==> src/rtl/alu_seq_pkg.sv <==
// Shared ALU opcode and branch-compare codes plus the request holding record for alu_seq.
package alu_seq_pkg;

   localparam int DATA_W = 32;
   localparam int OP_W   = 5;
   localparam int BROP_W = 3;

   localparam logic [OP_W-1:0] ALUOP_ADD  = 5'd0;
   localparam logic [OP_W-1:0] ALUOP_SUB  = 5'd1;
   localparam logic [OP_W-1:0] ALUOP_AND  = 5'd2;
   localparam logic [OP_W-1:0] ALUOP_OR   = 5'd3;
   localparam logic [OP_W-1:0] ALUOP_XOR  = 5'd4;
   localparam logic [OP_W-1:0] ALUOP_SLL  = 5'd5;
   localparam logic [OP_W-1:0] ALUOP_SRL  = 5'd6;
   localparam logic [OP_W-1:0] ALUOP_SRA  = 5'd7;
   localparam logic [OP_W-1:0] ALUOP_SLT  = 5'd8;
   localparam logic [OP_W-1:0] ALUOP_SLTU = 5'd9;

   localparam logic [BROP_W-1:0] BROP_BEQ  = 3'd0;
   localparam logic [BROP_W-1:0] BROP_BNE  = 3'd1;
   localparam logic [BROP_W-1:0] BROP_BLT  = 3'd4;
   localparam logic [BROP_W-1:0] BROP_BGE  = 3'd5;
   localparam logic [BROP_W-1:0] BROP_BLTU = 3'd6;
   localparam logic [BROP_W-1:0] BROP_BGEU = 3'd7;

   typedef struct packed {
      logic [OP_W-1:0]   op;
      logic [DATA_W-1:0] a;
      logic [DATA_W-1:0] b;
      logic [BROP_W-1:0] brop;
   } alu_req_t;

endpackage

==> src/rtl/alu_seq_branch_eval.sv <==
// Branch decision from the ALU compare flags of a SUB.
module branch_eval
   import alu_seq_pkg::*;
(
   input  logic [BROP_W-1:0] brop,
   input  logic              lt,
   input  logic              ltu,
   input  logic              eq,
   output logic              taken
);

   always_comb begin
      taken = 1'b0;
      case (brop)
         BROP_BEQ:  taken = eq;
         BROP_BNE:  taken = !eq;
         BROP_BLT:  taken = lt;
         BROP_BGE:  taken = !lt;
         BROP_BLTU: taken = ltu;
         BROP_BGEU: taken = !ltu;
         default:   taken = 1'b0;
      endcase
   end

endmodule

==> src/rtl/alu_seq.sv <==
// Issue sequencer for the alu execute unit: request latch, I_en/O_busy handshake, registered response.
// Define ALU_SEQ_BRANCH_EN to compute O_rsp_taken from the compare flags; otherwise it is tied 0.
module alu_seq
   import alu_seq_pkg::*;
(
   input  logic              I_clk,
   input  logic              I_reset_n,
   input  logic              I_flush,
   input  logic              I_req_valid,
   output logic              O_req_ready,
   input  logic [OP_W-1:0]   I_req_op,
   input  logic [DATA_W-1:0] I_req_a,
   input  logic [DATA_W-1:0] I_req_b,
   input  logic [BROP_W-1:0] I_req_brop,
   output logic              O_rsp_valid,
   input  logic              I_rsp_ready,
   output logic [DATA_W-1:0] O_rsp_data,
   output logic              O_rsp_taken,
   output logic              O_alu_reset,
   output logic              O_alu_en,
   output logic [OP_W-1:0]   O_alu_op,
   output logic [DATA_W-1:0] O_alu_s1,
   output logic [DATA_W-1:0] O_alu_s2,
   input  logic              I_alu_busy,
   input  logic [DATA_W-1:0] I_alu_data,
   input  logic              I_alu_lt,
   input  logic              I_alu_ltu,
   input  logic              I_alu_eq
);

   typedef enum logic [1:0] {S_IDLE, S_ISSUE, S_WAIT, S_DONE} state_t;

   state_t            state_q, state_d;
   alu_req_t          hold_q;
   logic              drop_q, drop_d;
   logic [DATA_W-1:0] rsp_data_q;
   logic              rsp_taken_q;
   logic              taken_c;
   logic              accept, capture;

`ifdef ALU_SEQ_BRANCH_EN
   branch_eval u_branch_eval (
      .brop  (hold_q.brop),
      .lt    (I_alu_lt),
      .ltu   (I_alu_ltu),
      .eq    (I_alu_eq),
      .taken (taken_c)
   );
`else
   logic unused_branch;
   assign unused_branch = ^{I_req_brop, hold_q.brop, I_alu_lt, I_alu_ltu, I_alu_eq};
   assign taken_c = 1'b0;
`endif

   // Enables are gated by reset so the ALU never sees I_en while it is being cleared.
   always_comb begin
      state_d     = state_q;
      drop_d      = drop_q;
      accept      = 1'b0;
      capture     = 1'b0;
      O_req_ready = 1'b0;
      O_alu_en    = 1'b0;
      O_rsp_valid = 1'b0;
      case (state_q)
         S_IDLE: begin
            O_req_ready = I_reset_n && !I_flush;
            if (I_req_valid && !I_flush) begin
               accept  = 1'b1;
               state_d = S_ISSUE;
            end
         end
         S_ISSUE: begin
            O_alu_en = I_reset_n;
            if (I_flush) drop_d = 1'b1;
            state_d = S_WAIT;
         end
         S_WAIT: begin
            O_alu_en = I_reset_n && I_alu_busy;
            if (I_flush) drop_d = 1'b1;
            if (!I_alu_busy) begin
               drop_d = 1'b0;
               if (drop_q || I_flush) begin
                  state_d = S_IDLE;
               end else begin
                  capture = 1'b1;
                  state_d = S_DONE;
               end
            end
         end
         S_DONE: begin
            O_rsp_valid = 1'b1;
            if (I_flush || I_rsp_ready) state_d = S_IDLE;
         end
         default: state_d = S_IDLE;
      endcase
   end

   always_ff @(posedge I_clk) begin
      if (!I_reset_n) begin
         state_q     <= S_IDLE;
         drop_q      <= 1'b0;
         hold_q      <= '0;
         rsp_data_q  <= '0;
         rsp_taken_q <= 1'b0;
      end else begin
         state_q <= state_d;
         drop_q  <= drop_d;
         if (accept) begin
            hold_q.op   <= I_req_op;
            hold_q.a    <= I_req_a;
            hold_q.b    <= I_req_b;
            hold_q.brop <= I_req_brop;
         end
         if (capture) begin
            rsp_data_q  <= I_alu_data;
            rsp_taken_q <= taken_c;
         end
      end
   end

   assign O_alu_reset = !I_reset_n;
   assign O_alu_op    = hold_q.op;
   assign O_alu_s1    = hold_q.a;
   assign O_alu_s2    = hold_q.b;
   assign O_rsp_data  = rsp_data_q;
   assign O_rsp_taken = rsp_taken_q;

endmodule

==> config.mk <==
export PLATFORM = sky130hd
export DESIGN_NAME = alu_seq
export DESIGN_NICKNAME = d
export VERILOG_FILES = /design/src/rtl/alu_seq_pkg.sv /design/src/rtl/alu_seq_branch_eval.sv /design/src/rtl/alu_seq.sv
export SDC_FILE = /design/constraint.sdc
export NUM_CORES = 1
export LEC_CHECK = 0
export BUFFER_PORTS_ARGS = -buffer_cell sky130_fd_sc_hd__buf_2
export CORE_ASPECT_RATIO = 0.9
export CORE_MARGIN = 2
export CORE_UTILIZATION = 45
export CTS_BUF_LIST = sky130_fd_sc_hd__clkbuf_2
export DETAILED_ROUTE_END_ITERATION = 8
export HOLD_SLACK_MARGIN = 0.15
export PLACE_DENSITY = 0.82
export SLEW_MARGIN = 20
export SYNTH_ARGS = -nofsm -noshare
export SYNTH_HDL_FRONTEND = slang
export SYNTH_SLANG_ARGS = --single-unit
==> constraint.sdc <==
create_clock -name I_clk -period 2 [get_ports I_clk]
set_input_delay 0.1 -clock I_clk [delete_from_list [all_inputs] [get_ports I_clk]]
set_output_delay 0.1 -clock I_clk [all_outputs]
set_load 0.005 [all_outputs]
* Word level (Yosys, flattened, before mapping)
Cells that the tools add are included.
** Word-level totals
- Register bits :: 104
- Input port bits :: 113
- Logic and storage cells :: 38
- Output and inout bits :: 106
** Cells by class
- Reduce and logical (&&, ||, !) cells :: 10
- Equality and inequality tests :: 6
- Multiplexer cells :: 16
** Operator list (count)
- two-way mux 1 bit :: 9
- two-way mux 2 bit :: 4
- one-hot mux 2 bit (4 select lines) :: 1
- != test 2 bit, second input constant :: 3
- == test 2 bit, second input constant :: 2
- one-hot mux 1 bit (2 select lines) :: 2
- logical AND 1 bit :: 3
- AND reduction 3 bit :: 1
- == test 2 x 1 -> 1 bit, second input constant :: 1
- zero test 1 bit :: 2
- zero test 2 bit :: 1
- logical OR 1 bit :: 2
- nonzero test 2 bit :: 1

* Longest topological paths before layout
- Depth in word-level cells :: 4
- Mapped depth :: 9
- Mapped depth without buffers :: 6

* Worst setup path before layout
Ideal clock, no wire load.
- Kind :: flip-flop to flip-flop
- From :: register state_q[1]
- To :: register hold_q, in the netlist O_alu_s1[1]
- Buffers on the path :: 3
- Required time :: 1866 ps
- Setup slack :: 503 ps
- Setup time :: 134 ps
- Clock period less this slack :: 1497 ps
- Data arrival time :: 1362 ps
- Stages on the path, launching flop included :: 10
- Cells stage by stage :: dfxtp_1 -> inv_1 -> ha_1 -> inv_2 -> or2_1 -> buf_2 -> buf_6 -> buf_6 -> nand2_1 -> a21oi_1
** Between the ends
- Word-level cells in the longest chain between the ends :: 2
** RTL lines
- from (decl) :: RTL line alu_seq.sv:33 : state_t state_q, state_d;
- from (signal assigned) :: RTL line alu_seq.sv:106 : state_q <= state_d;
- zero test 2 bit :: RTL line alu_seq.sv:64 : case (state_q)
- two-way mux 1 bit :: RTL line alu_seq.sv:64
- to (decl) :: RTL line alu_seq.sv:34 : alu_req_t hold_q;
No other way between the ends.
A chain may end at the register's enable or synchronous reset.

* Final worst setup path
- From :: register state_q[0]
- To :: register state_q[0]
** Between the ends
- Word-level cells in the longest chain between the ends :: 3
- Elaborated cells on any way between the ends :: 9
- Classes of those cells :: eq/ne: 6; mux: 1; reduce/logical: 2
** RTL lines (RTL line)
- == test 2 bit or zero test 2 bit (tied branches) :: alu_seq.sv:64
- != test 2 bit (no source line)
- AND reduction 3 bit (no source line)
Several ways; a longest one is shown, not always the timed one.

==> summary.md <==
| Metric | Value |
|---|---|
| Status | complete, no violations |
| First-pass GRT wire length | 21000 um |
| Routed len/inst | 14.9 um |
| Initial Util | 0.463 |
| Slew headroom | 0.664 |
| Vias in the first global route | 4454 |
| Placed inst area | 4840 um2 |
| Post-route cell area | 6140 um2 |
| Die H | 90.2 um |
| Synth Flop Type | dfxtp_1 |
| Flops & latches, synth | 104 |
| Synthesized net count | 589 |
| Main combinational cell family by area after synthesis | simple AND/OR/NAND/NOR gates |
| Hold WS | 0.251 ns |
| Final ANT Viol Nets | 0 |
| Core area | 8030 um2 |
| Pwr/cell area | 735 nW/um2 |
| Via count | 4417 |
| Root Buffer | clkbuf_2 |
| Die area | 9000 um2 |
| Fin Setup TNS | 0 ns |
| Via/cell ratio | 4.96 |
| Row Count | 31 |
| Hold Violations, Final | 0 |
| CP Max Fanout | 5 |
| Maximum number of pins on one net before global-route repair | 50 |
| Switching power share of the total | 0.312 |
| Worst endpoint required time | 2.50 ns |
| Area fraction of the dominant cell type after synthesis | 0.560 |
| Crit Path Class | flop to flop |
| Async S/R FF share, synth | 0 |
| Synth warn | 0 |
| Synth top cells by count | nand2_1 (203), dfxtp_1 (104), a21oi_1 (103) |
| Share of layout cells above drive strength 1 | 0.314 |
| DRC Markers | 0 |
| DRT Wirelength | 13300 um |
| Gpl congestion | 0.788 |
| Synth Area in Adders | 0.0135 |
| Post-synthesis simple-gate area fraction | 0.228 |
| Setup violations, final | 0 |
| Netlist cell types | 26 |
| Worst Setup End Kind | flop |
| Number of synthesized flops with an enable pin | 0 |
| Initial antenna violation count | 1 |
| Max VDD drop | 0.447 mV |
| Iter 0 DRT Violations | 202 |
| CTS Buffer Depth | 2 |
| Area Growth Syn to Fin | 65.2% |
| Maximum clock skew at final layout | 0.0198 ns |
| Leakage power | 2.81 nW |
| CTS sink count | 104 |
| XOR/XNOR share of the synthesized area | 0 |
| CP arrival | 2.44 ns |
| GR Util All Layers | 0.290 |
| Count of boundary I/O pins | 219 |
| HPWL Detailed | 7340 um |
| Pre-antenna DRT Iters | 4 |
| Register area share after synthesis | 0.560 |
| Tmin final | 1.94 ns |
| Period utilization | 0.968 |
| Final #Nets | 903 |
| Post-synth top area cell | dfxtp_1 |
| Max Slew Vio Count | 0 |
| Fmax achieved | 516 MHz |
| Synth Cell Area | 3720 um2 |
| Unrepaired setup endpoints after global routing | true |
| Combinational Power Share | 0.255 |
| Reg power frac | 0.520 |
| Compound-gate portion of the synthesized area | 0.149 |
| Multiplexer area fraction after synthesis | 0 |
| Net switching power | 1.41 mW |
| PortBufs | 211 |
| Total congestion overflow | 0 |
| Die W | 99.8 um |
| Filler Cells Inserted | 532 |
| CTS tree | done |
| Inserted Clock Buffers | 9 |
| Clock latency on the worst-skew pair | 0.56 ns |
| Syn_area_per_cell | 7.88 um2 |
| Reg clk slew, reported paths | 0.28 ns |
| Most frequent cell after synthesis | nand2_1 |
| Slew @ Worst Pin | 0.505 ns |
| Number of max-cap violations | 0 |
| Crit start category | flop |
| Clock share of power | 0.226 |
| Internal | 3.11 mW |
| Htree depth | 3 |
| Hold WC Path Type | input port to flop |
| Largest cells by area after synthesis | dfxtp_1 (56%), nand2_1 (20%), a21oi_1 (14%) |
| Mapped Cells | 472 |
## flip-flops by register name, indices dropped and copies added, names as in the netlist
name / count
O_alu_op: 5
O_alu_s1: 32
O_alu_s2: 32
O_rsp_data: 32
drop_q: 1
state_q: 2
## power groups by stage
stage                     logic, mW  registers [mW]  clock network [mW]
after global routing           1.26            2.36                1.14
after CTS                      1.08            2.33                1.06
after floorplan               0.493            2.38                   0
after global placement        0.852            2.36                   0
after detailed placement      0.888            2.37                   0
final                          1.15            2.35                1.02
## metal layers
layer | share of wire | up-vias | track usage
met4 | 0.025 | 0 | 0.0925
met3 | 0.086 | 27 | 0.0754
met5 | 0 | - | 0
met1 | 0.38 | 2030 | 0.314
met2 | 0.51 | 221 | 0.543
li1 | - | 2139 | -
## path summary, 6_finish.rpt
kind / start / slack, ns / cells after the start / to
worst min-delay path: I_alu_data[15] / 0.25 / 4 / O_rsp_data[15]
worst max register to register: state_q[0] / 0.06 / 6 / state_q[0]
worst min register to register: O_rsp_data[10] / 0.47 / 2 / O_rsp_data[10]
worst max-delay path: state_q[0] / 0.06 / 6 / state_q[0]
## logic make-up after synthesis
kind of cell,after synthesis
simple gates,217
compound gates,107
flops,104
buf+inv,39
fa+ha+maj,4
other cells,1
## stage by stage
step / power (mW) / cells / utilization / worst slack [ns]
6_report: 4.52 / 891 / 0.765 / 0.0632
2_1_floorplan: 2.87 / 472 / - / 0.503
4_1_cts: 4.47 / 887 / 0.761 / 0.0200
3_5_place_dp: 3.26 / 756 / 0.602 / 0.236
5_1_grt: 4.76 / 891 / 0.765 / -0.0361
3_3_place_gp: 3.21 / 756 / 0.602 / 0.333
## cell type report
type	instances	area, um2	area share
antenna	1	2.50	0.000407
clock buffer	9	45.0	0.00733
clock inverter	7	77.6	0.0126
inverter	5	18.8	0.00306
multi-input combinational	330	1470	0.239
sequential	104	2080	0.339
tap	99	124	0.0202
timing repair buffer	336	2320	0.378
## placed cells by master (no fill, tap or decap), types with 2 or more instances in the layout
| cell | synthesis | final |
|---|---|---|
| buf_12 | 0 | 3 |
| dlygate4sd3_1 | 0 | 115 |
| buf_2 | 10 | 211 |
| ha_1 | 4 | 3 |
| buf_4 | 2 | 7 |
| dfxtp_1 | 104 | 102 |
| nand2_1 | 203 | 203 |
| clkinv_2 | 0 | 2 |
| inv_1 | 3 | 3 |
| nor2_2 | 1 | 2 |
| inv_2 | 2 | 2 |
| inv_6 | 0 | 2 |
| nor2_1 | 4 | 3 |
| dfxtp_2 | 0 | 2 |
| a21oi_1 | 103 | 103 |
| clkbuf_2 | 0 | 9 |
## critical path, stage by stage (launching register included)
cell	delay [ns]
dfxtp_2	0.41
ha_1	0.20
nor3b_1	0.13
dlygate4sd3_1	0.57
a221oi_2	0.28
nor2_1	0.07
a211oi_1	0.21
## what timing repair did
| item | 4_1_cts | 5_1_grt |
|---|---|---|
| endpoints found under the setup margin | 0 | 12 |
| gates resized for setup | 0 | 4 |
| hold buffers | 115 | 1 |
| buffers inserted | 0 | 2 |
| endpoints found under the hold margin | 104 | 5 |
(Power assumes the default switching activity.)
